File: src/rtl/scan_chain_ctrl.sv
// scan_chain_ctrl
//   Sequences the TestMode scan chain built from the DES round registers.
//   The host preloads a pattern buffer and issues an operation:
//     DUMP (op=0): shift the chain out into the readback buffer.
//     TEST (op=1): shift the pattern in, capture once, then shift out.
//   During shift-out the pattern is shifted back in, so the chain holds the
//   pattern afterwards. The host then reads the readback buffer.
//
//   Optional feature macro: SCAN_SIG_EN
//     defined   : sig = XOR of all readback words, accumulated per word
//     undefined : sig tied to 0
//
// Ports
//   clk, rst              clock / synchronous active-high reset
//   start, op             1-cycle op request (accepted only in IDLE), op select
//   wr_en/wr_addr/wr_data pattern-buffer write (ignored while busy)
//   rd_addr, rd_data      readback word read, registered, 1-cycle latency
//   busy, done            activity flag / sticky completion flag
//   test_mode, scan_in    chain TestMode and SIN drives
//   scan_out              chain S_OUT, valid while test_mode=1
//   sig                   readback signature
module scan_chain_ctrl #(
  parameter int REG_W    = 32,
  parameter int NUM_REGS = 16,
  parameter int AW       = 4
) (
  input  logic             clk,
  input  logic             rst,
  input  logic             start,
  input  logic             op,
  input  logic             wr_en,
  input  logic [AW-1:0]    wr_addr,
  input  logic [REG_W-1:0] wr_data,
  input  logic [AW-1:0]    rd_addr,
  output logic [REG_W-1:0] rd_data,
  output logic             busy,
  output logic             done,
  output logic             test_mode,
  output logic             scan_in,
  input  logic             scan_out,
  output logic [REG_W-1:0] sig
);

  localparam int CHAIN_LEN = REG_W * NUM_REGS;
  localparam int CW        = $clog2(CHAIN_LEN);
  localparam int BW        = $clog2(REG_W);

  typedef enum logic [2:0] {
    IDLE,
    SHIFT_IN,
    CAPTURE,
    SHIFT_OUT,
    DONE
  } state_t;

  state_t           state_q, state_d;
  logic [CW-1:0]    cnt_q, cnt_d;
  logic             last;
  logic             start_ok;
  logic             wr_ok;
  logic             shift_d;
  logic             scan_in_d;

  logic [REG_W-1:0] pat_mem [NUM_REGS];
  logic [REG_W-1:0] rb_mem  [NUM_REGS];
  logic [REG_W-1:0] pat_word_d;

  // Shift cycle k addresses word k/REG_W, bit REG_W-1-(k%REG_W): MSB first.
  logic [AW-1:0]    word_q, word_d;
  logic [BW-1:0]    bit_q, bit_d;

  assign word_q = cnt_q[CW-1:BW];
  assign bit_q  = BW'(REG_W-1) - cnt_q[BW-1:0];
  assign word_d = cnt_d[CW-1:BW];
  assign bit_d  = BW'(REG_W-1) - cnt_d[BW-1:0];

  assign last  = (cnt_q == CW'(CHAIN_LEN-1));
  assign busy  = (state_q != IDLE) && (state_q != DONE);
  assign wr_ok = wr_en && !busy;

  always_comb begin
    state_d  = state_q;
    cnt_d    = cnt_q;
    start_ok = 1'b0;
    unique case (state_q)
      IDLE: begin
        if (start) begin
          start_ok = 1'b1;
          state_d  = op ? SHIFT_IN : SHIFT_OUT;
          cnt_d    = '0;
        end
      end
      SHIFT_IN: begin
        cnt_d = cnt_q + 1'b1;
        if (last) begin
          state_d = CAPTURE;
          cnt_d   = '0;
        end
      end
      CAPTURE: begin
        state_d = SHIFT_OUT;
        cnt_d   = '0;
      end
      SHIFT_OUT: begin
        cnt_d = cnt_q + 1'b1;
        if (last) begin
          state_d = DONE;
          cnt_d   = '0;
        end
      end
      DONE:    state_d = IDLE;
      default: state_d = IDLE;
    endcase
  end

  // scan_in is registered alongside test_mode, so it is computed from the
  // next counter value. A write landing on the same edge as start is
  // forwarded so the first shifted bits already see the new word.
  always_comb begin
    pat_word_d = pat_mem[word_d];
    if (wr_ok && (wr_addr == word_d)) pat_word_d = wr_data;
  end

  assign shift_d   = (state_d == SHIFT_IN) || (state_d == SHIFT_OUT);
  assign scan_in_d = shift_d & pat_word_d[bit_d];

  always_ff @(posedge clk) begin
    if (rst) begin
      state_q   <= IDLE;
      cnt_q     <= '0;
      test_mode <= 1'b0;
      scan_in   <= 1'b0;
      done      <= 1'b0;
      rd_data   <= '0;
    end else begin
      state_q   <= state_d;
      cnt_q     <= cnt_d;
      test_mode <= shift_d;
      scan_in   <= scan_in_d;
      if (start_ok)
        done <= 1'b0;
      else if ((state_q == SHIFT_OUT) && last)
        done <= 1'b1;
      rd_data   <= rb_mem[rd_addr];
    end
  end

  // Buffers are storage only and are never cleared by reset.
  always_ff @(posedge clk) begin
    if (wr_ok) pat_mem[wr_addr] <= wr_data;
  end

  always_ff @(posedge clk) begin
    if (state_q == SHIFT_OUT) rb_mem[word_q][bit_q] <= scan_out;
  end

`ifdef SCAN_SIG_EN
  // The last bit of a word arrives on scan_out in the same cycle the word
  // completes, so it is merged in directly rather than read from rb_mem.
  always_ff @(posedge clk) begin
    if (rst)
      sig <= '0;
    else if (start_ok)
      sig <= '0;
    else if ((state_q == SHIFT_OUT) && (cnt_q[BW-1:0] == BW'(REG_W-1)))
      sig <= sig ^ {rb_mem[word_q][REG_W-1:1], scan_out};
  end
`else
  assign sig = '0;
`endif

endmodule

File: config.mk
export PLATFORM = sky130hd
export DESIGN_NAME = scan_chain_ctrl
export DESIGN_NICKNAME = d
export VERILOG_FILES = /design/src/rtl/scan_chain_ctrl.sv
export SDC_FILE = /design/constraint.sdc
export NUM_CORES = 1
export LEC_CHECK = 0
export ABC_AREA = 1
export ABC_CLOCK_PERIOD_IN_PS = 3340
export CORE_ASPECT_RATIO = 2
export CORE_MARGIN = 1
export CORE_UTILIZATION = 40
export DETAILED_ROUTE_END_ITERATION = 6
export SYNTH_ARGS = -nofsm -noshare
export SYNTH_HDL_FRONTEND = slang
export SYNTH_SLANG_ARGS = --single-unit
File: constraint.sdc
create_clock -name clk -period 3.34 [get_ports clk]
set_input_delay 0.668 -clock clk [delete_from_list [all_inputs] [get_ports clk]]
set_output_delay 0.668 -clock clk [all_outputs]
set_load 0.005 [all_outputs]
# Word-level counts from Yosys, hierarchy flattened
# Memory sizes are Yosys's and may differ from the RTL's. A register that Yosys moved wholly into a read port is not among the register bits.
# Index checks and enable logic that the tools add are counted.
# Widths: inputs -> output; s select.
dict set report classes {
  addsub 3
  magnitude_cmp 3
  eq_ne 8
  muxes 19
  bitwise 1
  reduce_logical 11
}
# operator n
set op_table {}
lappend op_table {{$mux 32} 2}
lappend op_table {{$pmux 9 s3} 1}
lappend op_table {{$mux 9} 2}
lappend op_table {{$lt 5x6->1 const B} 2}
lappend op_table {{$pmux 3 s4} 1}
lappend op_table {{$sub 5x5->5 const A} 2}
lappend op_table {{$add 9x1->9 const B} 1}
lappend op_table {{$eq 3x2->1 const B} 3}
lappend op_table {{$eq 9x9->1 const B} 1}
lappend op_table {{$mux 3} 3}
lappend op_table {{$mux 1} 7}
lappend op_table {{$eq 3x1->1 const B} 2}
lappend op_table {{$bmux 1 s5} 1}
lappend op_table {{$demux 1 s5} 1}
lappend op_table {{$ge 5x1->1 const B} 1}
lappend op_table {{$logic_and 1x1->1} 5}
lappend op_table {{$eq 4x4->1} 1}
lappend op_table {{$reduce_or 2->1} 2}
lappend op_table {{$logic_not 3->1} 1}
lappend op_table {{$ne 3x3->1 const B} 1}
lappend op_table {{$reduce_bool 3->1} 1}
lappend op_table {{$mux 2} 1}
lappend op_table {{$and 1x1->1} 1}
lappend op_table {{$logic_not 1->1} 1}
lappend op_table {{$logic_or 1x1->1} 1}
dict set report word_totals {
  register_bits 15
  ramBits 1024
  in_bits 46
  out_inout_bits 68
  word_cells 52
  memories 2
}
# memory depth width rd rd_clocked_by_memory_dff write_ports line_no
set mem_list {}
lappend mem_list {pat_mem 16 32 1 0 1 64} ;# logic [REG_W-1:0] pat_mem [NUM_REGS];
lappend mem_list {rb_mem 16 32 1 1 1 65} ;# logic [REG_W-1:0] rb_mem [NUM_REGS];

# Depth between registers and ports, before layout
dict set report logic_depth {
  ltp_word 9
  mapped_depth 28
  depth_no_buf 26
}

# Worst setup path before layout
# No wires, ideal clock.
dict set report synth_path {
  kind {flip-flop to flip-flop}
  start {register cnt_q[3]}
  end {register scan_in}
  setup_ns 0.113
  t_arrival_ns 2.651
  setup_slack_ns 0.576
  stages_incl_launch_ff 24
  n_path_buf 3
  period_less_slack_ns 2.764
  cell_sequence {dfxtp_1 -> buf_2 -> nand2_4 -> nor2_4 -> nand3_1 -> nor2_1 -> ha_1 -> inv_1 -> nand3_1 -> inv_2 -> nand3_1 -> nand2_2 -> inv_1 -> buf_2 -> buf_1 -> nand3_1 -> nand3_1 -> nand3_1 -> nand3_1 -> nand3_1 -> nand3_1 -> nand2_1 -> nand2_1 -> nor2_1}
}
dict set report synth_via {
  elab_chain_len 9
  elab_cells_between_ends 19
  cone_classes {add/sub (2); eq/ne (4); mux (9); bitwise (1); reduce/logical (2); memory (1)}
}
# element line_no
set synth_lines {}
lappend synth_lines {{from (decl)} 57} ;# logic [CW-1:0] cnt_q, cnt_d;
lappend synth_lines {{from (signal assigned)} 137} ;# cnt_q <= cnt_d;
lappend synth_lines {{parallel branches: the longest is 8 deep, another holds $mem_v2 16x32} -}
lappend synth_lines {{$and 1x1->1 (*)} 125} ;# assign scan_in_d = shift_d & pat_word_d[bit_d];
lappend synth_lines {{to (signal assigned)} 139} ;# scan_in <= scan_in_d;
lappend synth_lines {{to (decl)} 39} ;# output logic scan_in,
# Every way passes the cells marked *. The select of a mux whose other input is x is not followed.
# A chain may end at the register's enable or synchronous reset.

# Final worst setup path
dict set report layout_path {
  start {register cnt_q[0]}
  end {register scan_in}
}
# Same word-level chain as after synthesis.

==> metrics.md <==
| Metric | Value |
|---|---|
| Vias per cell | `5.564` |
| Detailed-route via count | `32,020` |
| Pwr Total | `27.62 mW` |
| R2R cell count | `23` |
| Clk_lat worst skew | `710 ps` |
| Dpl ws | `-100.1 ps` |
| Startpoint types | `flip-flop` |
| Int Power | `21.64 mW` |
| CP Capture Type | `flip-flop` |
| Post-route cell area | `52,940 um^2` |
| Crit-path cells | `ha_1 -> nand3_1 -> nor2_1 -> ha_1 -> inv_1 -> nand3_4 -> nor2_1 -> nand3_2 -> nand2_8 -> clkinv_8 -> buf_12 -> buf_4 -> nand3_1 -> nand3_1 -> nand3_1 -> nand3_1 -> nand2_1 -> nand3_1 -> nand3_1 -> nand2_1 -> nor2_1 -> nor2_1 -> nor2_1` |
| Gate Count Post-Synth | `4,019` |
| Core Box Area | `111,500 um^2` |
| Period utilization | `0.9444` |
| Hold crit path type | `input port to flip-flop` |
| Clock sink count | `1,071` |
| Max-cap viol count | `0` |
| Setup slack after layout | `185.6 ps` |
| H-tree depth | `3` |
| Dominant synthesized flop cell | `edfxtp_1` |
| Worst R2R End | `scan_in$_SDFF_PP0_` |
| Mean area per synthesized cell | `11.23 um^2` |
| Leakage Power | `17.61 nW` |
| Area grow syn2layout | `17.33%` |
| Final-report hold violation count | `0` |
| Setup tns final | `0 ps` |
| Crit path kind | `flip-flop to flip-flop` |
| # IOs | `114` |
| Most frequent CP cell | `nand3_1` |
| Initial DRC count | `2,933` |
| M1 GR Usage | `0.2562` |
| Util after Layout | `0.4749` |
| Nets@finish | `4,234` |
| Drt wl/cell | `23.21 um` |
| CTS root buf | `clkbuf_16` |
| First-pass GRT wire length | `196,500 um` |
| Routability cong. | `0.8320` |
| Vias in the first global route | `31,850` |
| Drt drc | `0` |
| Max-slew violations | `0` |
| #FFs+latches synth | `1,071` |
| Die footprint | `114,200 um^2` |
| Placed cell area | `49,520 um^2` |
| Power per Cell Area | `521.6 nW/um^2` |
| Final cell count without fillers | `5,754` |
| Die Y | `477.0 um` |
| CP Buf/Inv Count | `4` |
| Share of cells above drive strength 1 | `0.1245` |
| Synth top area share | `0.6814` |
| GRT Total Usage | `0.2323` |
| Slowest stage delay, CP | `320 ps` |
| Worst slew margin | `0.5001` |
| WP data arrival | `3800 ps` |
| FMAX | `317.0 MHz` |
| Synth Cell Area | `45,120 um^2` |
| Sequential cell fraction of total power | `0.537` |
| Reg2reg setup slack | `190 ps` |
| WL final | `133,500 um` |
| Row cnt | `173` |
| Critical path depth | `23` |
| DRT Pass-1 Iters | `5` |
| Worst Setup EP | `scan_in$_SDFF_PP0_` |
| Remaining Overflow, GRT | `0` |
| EDFF count, synth | `1,024` |
| Seq/Total Area, Yosys | `0.7023` |
| Top post-synthesis cells by area | `edfxtp_1, nand3_1, nor2_1` |
| IO buf count | `81` |
| Status | `completed` |
| Top delay family on crit path | `simple AND/OR/NAND/NOR gates` |
| Critical-path top delay cell | `dfxtp_1` |
| Worst setup path startpoint | `cnt_q[0]$_SDFF_PP0_` |
| Hpwl dp | `76,490 um` |
| Synth area leader | `edfxtp_1` |
| Worst R2R Start | `cnt_q[0]$_SDFF_PP0_` |
| Comb power frac | `0.050` |
| Synth warn | `0` |
| CP required | `3990 ps` |
| Unique masters post-synth | `42` |
| Most common cell in the netlist | `edfxtp_1` |
| Initial antenna violation count | `1` |
| Cts hold-fix bufs | `0` |
| Worst Skew | `30.59 ps` |
| Sw Ratio | `0.2164` |
| Worst slew pin tran | `749.8 ps` |
| Crit path time final | `3154 ps` |
| Dpl cells | `5,566` |
| Critical Path Fanout Max | `21` |
| Peak VDD IR | `0.5013 mV` |
| Remaining antenna violation count | `0` |
| Largest net degree at the start of global routing | `129` |
| Worst hold slack | `441.0 ps` |
| Clock slew at reported path FFs | `70 ps` |
| Final Setup Violations | `0` |
| Die W | `239.5 um` |
| Clock Tree Buf Depth | `3` |
| Clock power share | `0.413` |
| GR peak layer | `met2` |
| Commonest cells post-synth | `edfxtp_1, nor2_1, nand3_1` |
| Psw | `5.977 mW` |
| Beginning of the worst hold path | `scan_out` |
| Num CTS Buffers | `95` |
| Starting Density | `0.4048` |
| GR met2 Demand/Resource | `0.4270` |
| GR Layer Usage met3 | `0.03216` |
| Asr flop ratio synth | `0` |
| CTS tree | `done` |
-- per-layer routing --
| layer | vias to the layer above | routed length (um) |
|---|---|---|
| met3 | 333 | 8467 |
| li1 | 14530 | - |
| met1 | 15820 | 47350 |
| met4 | 0 | 6172 |
| met5 | - | 0 |
| met2 | 1338 | 71550 |
-- worst register-to-register path, delay by kind of cell, from the launching register on --
| family | cells | cell delay, ps |
|---|---|---|
| and+or+nand+nor | 17 | 1800 |
| buffers and inverters | 4 | 580 |
| adders and majority gates | 2 | 410 |
| DFF | 1 | 320 |
-- registers in the layout, summed over array words and instances, names as in the netlist --
register / flops
cnt_q: 9
done: 1
pat_mem: 512
rb_mem: 512
rd_data: 32
scan_in: 1
state_q: 3
test_mode: 1
-- cell usage in the layout, fill, tap and decap left out, drive strengths merged, types with 2 or more instances in the layout --
cell / count
a21oi: 42
a32o: 3
buf: 305
bufinv: 11
clkbuf: 121
clkdlybuf4s50: 75
clkinv: 46
clkinvlp: 6
conb: 32
dfxtp: 47
edfxtp: 1024
ha: 5
inv: 65
nand2: 566
nand3: 647
nand3b: 2
nor2: 823
nor3: 6
o211ai: 37
o21ai: 261
o221ai: 92
o22ai: 39
o31ai: 2
-- power groups by stage --
| stage | Clock, mW | Sequential [mW] | Combinational (mW) |
|---|---|---|---|
| floorplan | 0 | 15.1 | 0.597 |
| global placement | 0 | 15.1 | 1.36 |
| detailed placement | 0 | 15.1 | 1.38 |
| CTS | 11.6 | 14.8 | 1.38 |
| global route | 12.0 | 14.8 | 1.50 |
| finish | 11.4 | 14.8 | 1.39 |
-- how the worst min path moves through the flow --
stage / slack, ps / cells past startpoint / end
2_1_floorplan: 510 / 2 / done$_SDFFE_PP0P_
3_3_place_gp: 590 / 2 / state_q[1]$_SDFF_PP0_
3_5_place_dp: 590 / 2 / state_q[1]$_SDFF_PP0_
4_1_cts: 420 / 4 / rd_data[10]$_SDFF_PP0_
5_1_grt: 480 / 1 / rb_mem[5][14]$_DFFE_PP_
6_report: 440 / 1 / rb_mem[5][11]$_DFFE_PP_
-- timing repair --
action	in CTS	in global routing
gates resized for setup	2	15
hold endpoints to repair	0	0
setup buffers	0	5
endpoints found under the setup margin	1	1
cloned	0	2
pin swaps	0	3
-- cells by family (layout without fill, tap and decap cells) --
| group | after synthesis | after routing | synth area share |
|---|---|---|---|
| buffers and inverters | 413 | 629 | 0.04026 |
| other | 1 | 33 | 0.00008310 |
| adders and majority gates | 5 | 5 | 0.001386 |
| xor gates and xnor gates | 1 | 1 | 0.0003606 |
| DFF | 1071 | 1071 | 0.7023 |
| and+or+nand+nor | 2047 | 2047 | 0.1904 |
| AOI/OAI and AO/OA | 481 | 481 | 0.06524 |
-- cell type report --
type | instances | area [um^2]
Fill cell | 10120 | 58530
Timing Repair Buffer | 382 | 3871
Inverter | 67 | 274.0
Tap cell | 1487 | 1861
Multi-Input combinational cell | 2566 | 12010
Sequential cell | 1071 | 31690
Clock buffer | 119 | 2590
Clock inverter | 61 | 645.6
Antenna cell | 1 | 2.502
Power figures use the tool's default switching activity.
